==> src/rtl/lfsr_pkg.sv <==
// lfsr_pkg: shared types and helpers for the Galois LFSR burst generator.
//   fsm_e      - controller states (IDLE / BURST)
//   DEF_POLY   - default 6-bit tap mask (x^6 + x + 1, maximal length)
//   lfsr_next  - one Galois advance of a w-bit register
package lfsr_pkg;

  typedef enum logic {S_IDLE, S_BURST} fsm_e;

  localparam logic [5:0] DEF_POLY = 6'b000010;

  // Widest register the helper function supports.
  localparam int MAX_W = 32;

  // Galois step: the MSB is shifted out and fed back into bit 0 and into
  // every bit whose tap is set. Only the low w bits are meaningful.
  function automatic logic [MAX_W-1:0] lfsr_next(input logic [MAX_W-1:0] q,
                                                 input logic [MAX_W-1:0] poly,
                                                 input int               w);
    logic             fb;
    logic [MAX_W-1:0] n;
    fb   = q[w-1];
    n    = '0;
    n[0] = fb;
    for (int i = 1; i < MAX_W; i++)
      if (i < w) n[i] = q[i-1] ^ (poly[i] & fb);
    return n;
  endfunction

endpackage

==> src/rtl/lfsr_gen.sv <==
// lfsr_gen: Galois LFSR with seed load, counted bursts, free-run advance
// and period measurement back to the stored seed.
//   clk, rst             - clock (rising edge), async active-high reset
//   load, seed           - load seed (zero seed is replaced by 1)
//   start, n_steps       - run a burst of n_steps advances
//   enable               - free-run advance while idle
//   state_out            - current LFSR state
//   busy / done          - burst in progress / one-cycle completion pulse
//   wrap, period_out     - pulse when state returns to seed, and that period
//   lockup               - pulse when a zero seed was replaced
module lfsr_gen
  import lfsr_pkg::*;
#(
  parameter int               WIDTH = 6,      // at least 3, at most MAX_W
  parameter logic [WIDTH-1:0] POLY  = DEF_POLY,
  parameter int               CNT_W = 8
) (
  input  logic             clk,
  input  logic             rst,
  input  logic             load,
  input  logic [WIDTH-1:0] seed,
  input  logic             start,
  input  logic [CNT_W-1:0] n_steps,
  input  logic             enable,
  output logic [WIDTH-1:0] state_out,
  output logic             busy,
  output logic             done,
  output logic             wrap,
  output logic [WIDTH-1:0] period_out,
  output logic             lockup
);

  fsm_e             r_fsm;
  logic [WIDTH-1:0] r_seed;
  logic [WIDTH-1:0] r_cnt;
  logic [CNT_W-1:0] r_rem;

  logic [WIDTH-1:0] w_next;
  logic [WIDTH-1:0] w_seed_fix;
  logic             w_adv;

  assign w_next     = WIDTH'(lfsr_next(MAX_W'(state_out), MAX_W'(POLY), WIDTH));
  // An all-zero state is a fixed point of the LFSR, so it is never loaded.
  assign w_seed_fix = (seed == '0) ? WIDTH'(1) : seed;

  // One advance per cycle: every BURST cycle, or enable while idle with no
  // higher-priority request pending.
  assign w_adv = !load &&
                 ((r_fsm == S_BURST) || (!start && enable));

  always_ff @(posedge clk or posedge rst) begin
    if (rst) begin
      r_fsm      <= S_IDLE;
      r_seed     <= WIDTH'(1);
      r_cnt      <= '0;
      r_rem      <= '0;
      state_out  <= WIDTH'(1);
      period_out <= '0;
      busy       <= 1'b0;
      done       <= 1'b0;
      wrap       <= 1'b0;
      lockup     <= 1'b0;
    end else begin
      done   <= 1'b0;
      wrap   <= 1'b0;
      lockup <= 1'b0;

      if (load) begin
        // Load aborts a burst silently: no done pulse.
        state_out <= w_seed_fix;
        r_seed    <= w_seed_fix;
        r_cnt     <= '0;
        r_rem     <= '0;
        r_fsm     <= S_IDLE;
        busy      <= 1'b0;
        lockup    <= (seed == '0);
      end else begin
        if (w_adv) begin
          state_out <= w_next;
          if (w_next == r_seed) begin
            period_out <= r_cnt + 1'b1;
            r_cnt      <= '0;
            wrap       <= 1'b1;
          end else begin
            r_cnt <= r_cnt + 1'b1;
          end
        end

        case (r_fsm)
          S_IDLE: begin
            // Acceptance cycle only latches the count; advancing starts next.
            if (start) begin
              if (n_steps != '0) begin
                r_fsm <= S_BURST;
                r_rem <= n_steps;
                busy  <= 1'b1;
              end else begin
                done  <= 1'b1;
              end
            end
          end
          S_BURST: begin
            r_rem <= r_rem - 1'b1;
            if (r_rem == CNT_W'(1)) begin
              r_fsm <= S_IDLE;
              busy  <= 1'b0;
              done  <= 1'b1;
            end
          end
          default: r_fsm <= S_IDLE;
        endcase
      end
    end
  end

endmodule

==> config.mk <==
export PLATFORM = sky130hd
export DESIGN_NAME = lfsr_gen
export DESIGN_NICKNAME = d
export VERILOG_FILES = /design/src/rtl/lfsr_pkg.sv /design/src/rtl/lfsr_gen.sv
export SDC_FILE = /design/constraint.sdc
export NUM_CORES = 1
export LEC_CHECK = 0
export ABC_CLOCK_PERIOD_IN_PS = 2280
export BUFFER_PORTS_ARGS = -buffer_cell sky130_fd_sc_hd__buf_2
export CAP_MARGIN = 30
export CORE_MARGIN = 3
export CORE_UTILIZATION = 50
export CTS_BUF_LIST = sky130_fd_sc_hd__clkbuf_2 sky130_fd_sc_hd__clkbuf_4 sky130_fd_sc_hd__clkbuf_8
export DETAILED_ROUTE_END_ITERATION = 10
export GPL_ROUTABILITY_DRIVEN = 0
export PLACE_DENSITY = 0.78
export SLEW_MARGIN = 20
export SYNTH_ARGS = -nofsm -noshare
export SYNTH_HDL_FRONTEND = slang
export SYNTH_SLANG_ARGS = --single-unit
==> constraint.sdc <==
create_clock -name clk -period 2.28 [get_ports clk]
set_input_delay 0 -clock clk [delete_from_list [all_inputs] [get_ports clk]]
set_output_delay 0 -clock clk [all_outputs]
set_load 0.02 [all_outputs]
==> run_results.csv <==
group,metric,value,unit
power_and_ir_drop,peakVddDrop,0.000417,V
grt,grt_util_all_layers,20.7,%
yosys,syn_inst,179,
yosys,synth_top_flop_cell,"dfrtp_1",
yosys,syn_area,1890,µm²
yosys,ys_seq_elements,37,
yosys,synthMostInstantiatedCell,"dfrtp_1",
timing,setup_violations,0,
setup_path,path_class,"register to register",
yosys,synth.top_cell.area_share,46.4,%
worst_hold_path,whs_path_depth,3,
setup_path,crit_path_top_delay_cell,"dfstp_2",
clocking,cts_sinks,37,
layout,drive_gt1_share,27.2,%
yosys,yosys-top-cells-count,"35 x dfrtp_1, 20 x nand2_1, 12 x inv_1",
floorplanning,pin_count,35,
flow_run,cap_violations,0,
yosys,synth_compound_area_share,16.2,%
detailed_routing,drt_drc_violations_left,0,
setup_path,cp-startpoint,"state_out[0]",
floorplanning,core-area,3490,µm²
setup_path,max_stage_delay,0.56,ns
setup_path,crit_required,2.46,ns
worst_hold_path,worstHoldStart,"n_steps[3]",
grt,grt_pass1_wl,6.91,mm
clocking,root_buffer,"clkbuf_8",
timing,finClkSkew,0.00604,ns
floorplanning,die_h,67.5,µm
layout,register_area,928,µm²
run_status,status,"completed",
detailed_routing,drt_iter0_drc,153,
floorplanning,start_util,54.1,%
clocking,cts_buffers,5,
floorplanning,die_area,4550,µm²
layout,nFillCells,281,
setup_path,end_kind,"register",
power_and_ir_drop,leakage,1.06,nW
timing,timing.final.crit_share,81.2,%
yosys,synth.distinct_cells,36,
worst_hold_path,hold_class,"input port to register",
yosys,yosys.area_share.xor_xnor,8.15,%
floorplanning,chipWidth,67.5,µm
power_and_ir_drop,p_per_area,724,nW/µm²
detailed_routing,routed_via_density,5.55,
layout,diodes,0,
timing,slew_headroom,66.4,%
timing,rsz0062_at_grt,"no",
placement,dp_hpwl,2.80,mm
yosys,yosysTopAreaCell,"dfrtp_1",
clocking,worstSkewPairLatency,0.30,ns
clocking,clockBufferDepth,2,
yosys,synth_top_family_by_area,"compound AO/OA/AOI/OAI gates",
layout,syn2layout_area_growth,22.3,%
yosys,syn_avg_cell_area,10.6,µm²
yosys,synthSimpleGateAreaFrac,13.4,%
grt,antenna_found_initial,0,
layout,multi_input_area,882,µm²
yosys,synthAdderAreaFrac,1.99,%
yosys,async_flop_share,100,%
timing,final-hold-violation-count,0,
timing,layout_min_cycle_time,1.85,ns
timing,final.setup.tns,0,ns
setup_path,worstPathMaxFanout,4,
grt,grt_pass1_vias,1472,
yosys,syn-num-nets,201,
clocking,tritoncts,"built",
timing,drv_slew,0,
detailed_routing,wire_per_inst,14.9,µm
clocking,cts_max_level,2,
setup_path,r2r-start,"state_out[0]",
yosys,yosysSeqAreaShare,49.1,%
timing,fmax,0.540,GHz
detailed_routing,drt-total-wl,4.09,mm
layout,fin_nets,249,
yosys,synthMuxAreaShare,6.89,%
grt,grt-ovfl-total,0,
placement,port_buffers,34,
yosys,yosys_warnings,0,
yosys,synth_edf_count,0,
setup_path,reg2regPathDepth,4,
yosys,ys_top_cells_by_area,"dfrtp_1 46%, xnor2_1 5.1%, mux2_2 4.8%, nand2_1 4.0%, a22oi_1 3.2%",
layout,utilization,66.1,%
grt,grt_max_degree,34,
detailed_routing,ant_nets,0,
clocking,clk_pin_slew_worst_paths,0.07,ns
detailed_routing,dr.pass1.iters,4,
setup_path,crit_chain,"xnor3_1 -> nand3_2 -> a2111oi_4 -> mux2_2",
placement,dp.cells,258,
setup_path,start_kind,"register",
setup_path,arrival,2.03,ns
clocking,postCtsSetupRepairBufs,0,
power_and_ir_drop,finalPower,1.67,mW
layout,fin_cells,274,
detailed_routing,vias,1521,
timing,tightest_slew,0.497,ns
floorplanning,rows,21,
[state kept, by name, indices dropped and copies added, names as in the netlist]
signal	count
r_rem	8
period_out	6
r_cnt	6
r_seed	6
state_out	6
busy	1
done	1
lockup	1
r_fsm	1
wrap	1
[kinds of logic after synthesis]
family	Yosys count
buf+inv	19
compound gates	42
xor+xnor	16
flops	37
simple gates	50
fa+ha+maj	3
mux	12
[placed cells by master, fill, tap and decap left out, types with 2 or more instances in the layout]
cell | netlist | routed
clkbuf_8 | 0 | 7
dfrtp_1 | 35 | 35
o211ai_1 | 3 | 3
a21oi_1 | 4 | 4
nor4b_1 | 3 | 3
inv_1 | 12 | 12
o21ai_0 | 9 | 9
dlygate4sd3_1 | 0 | 8
xnor2_1 | 11 | 11
nor2b_1 | 2 | 2
o22ai_1 | 2 | 2
or4_1 | 4 | 4
dfstp_2 | 2 | 2
buf_4 | 0 | 6
nand2_1 | 20 | 20
a211oi_1 | 6 | 6
nand2b_1 | 4 | 4
nor2_1 | 8 | 8
a22oi_1 | 8 | 8
a221oi_1 | 4 | 4
buf_2 | 0 | 34
ha_1 | 3 | 3
a21o_1 | 2 | 2
mux2i_1 | 4 | 4
xor2_1 | 4 | 4
mux2_2 | 8 | 8
nand3_1 | 4 | 4
[metrics by stage]
| stage | hold slack [ns] | area [µm²] | setup WS (ns) |
|---|---|---|---|
| floorplan | 0.0709 | 1890 | 0.289 |
| global placement | -0.101 | 2130 | 0.462 |
| detailed placement | -0.104 | 2130 | 0.439 |
| CTS | 0.0524 | 2310 | 0.421 |
| global route | 0.0927 | 2310 | 0.326 |
| finish | 0.0454 | 2310 | 0.428 |
[where the power goes]
group,switching (mW),total (mW),internal (mW)
sequential,0.0656,0.792,0.727
combinational,0.207,0.373,0.167
clock,0.235,0.508,0.273
[worst max-delay path, delay by kind of cell, from the launching register on]
kind	cells	cell delay [ns]
multiplexers	1	0.39
flip-flops	1	0.56
AND/OR/NAND/NOR	1	0.13
XOR/XNOR	1	0.24
AO/OA/AOI/OAI	1	0.41
[what timing repair did]
item                       4_1_cts  5_1_grt
hold buffers                     8        0
setup endpoints to repair        0        0
hold endpoints to repair        45        0
resized for setup                0        0
[area by class of cell]
cell class	count	share of cell area, %
Multi-Input combinational cell	123	38.2
Tap cell	46	2.49
Sequential cell	37	40.2
Inverter	12	1.95
Timing Repair Buffer	48	12.8
Clock inverter	1	0.217
Clock buffer	7	4.17
[worst paths after layout]
check / endpoint / slack (ns)
setup / recovery: period_out[2] / 0.43
max in group asynchronous: r_seed[0] / 1.47
min in group asynchronous: busy / 0.13
setup reg to reg: period_out[2] / 0.43
hold reg to reg: r_seed[0] / 0.49
hold / removal: r_rem[3] / 0.05
[metal layers]
metal | up-vias | track usage [%] | share of wire [%]
met5 | - | 0 | 0
met4 | 0 | 6.84 | 1.4
met3 | 5 | 6.49 | 5.7
met2 | 48 | 31.1 | 46
met1 | 724 | 28.4 | 47
li1 | 744 | - | -
No activity file was read; power rests on OpenSTA's default activity.
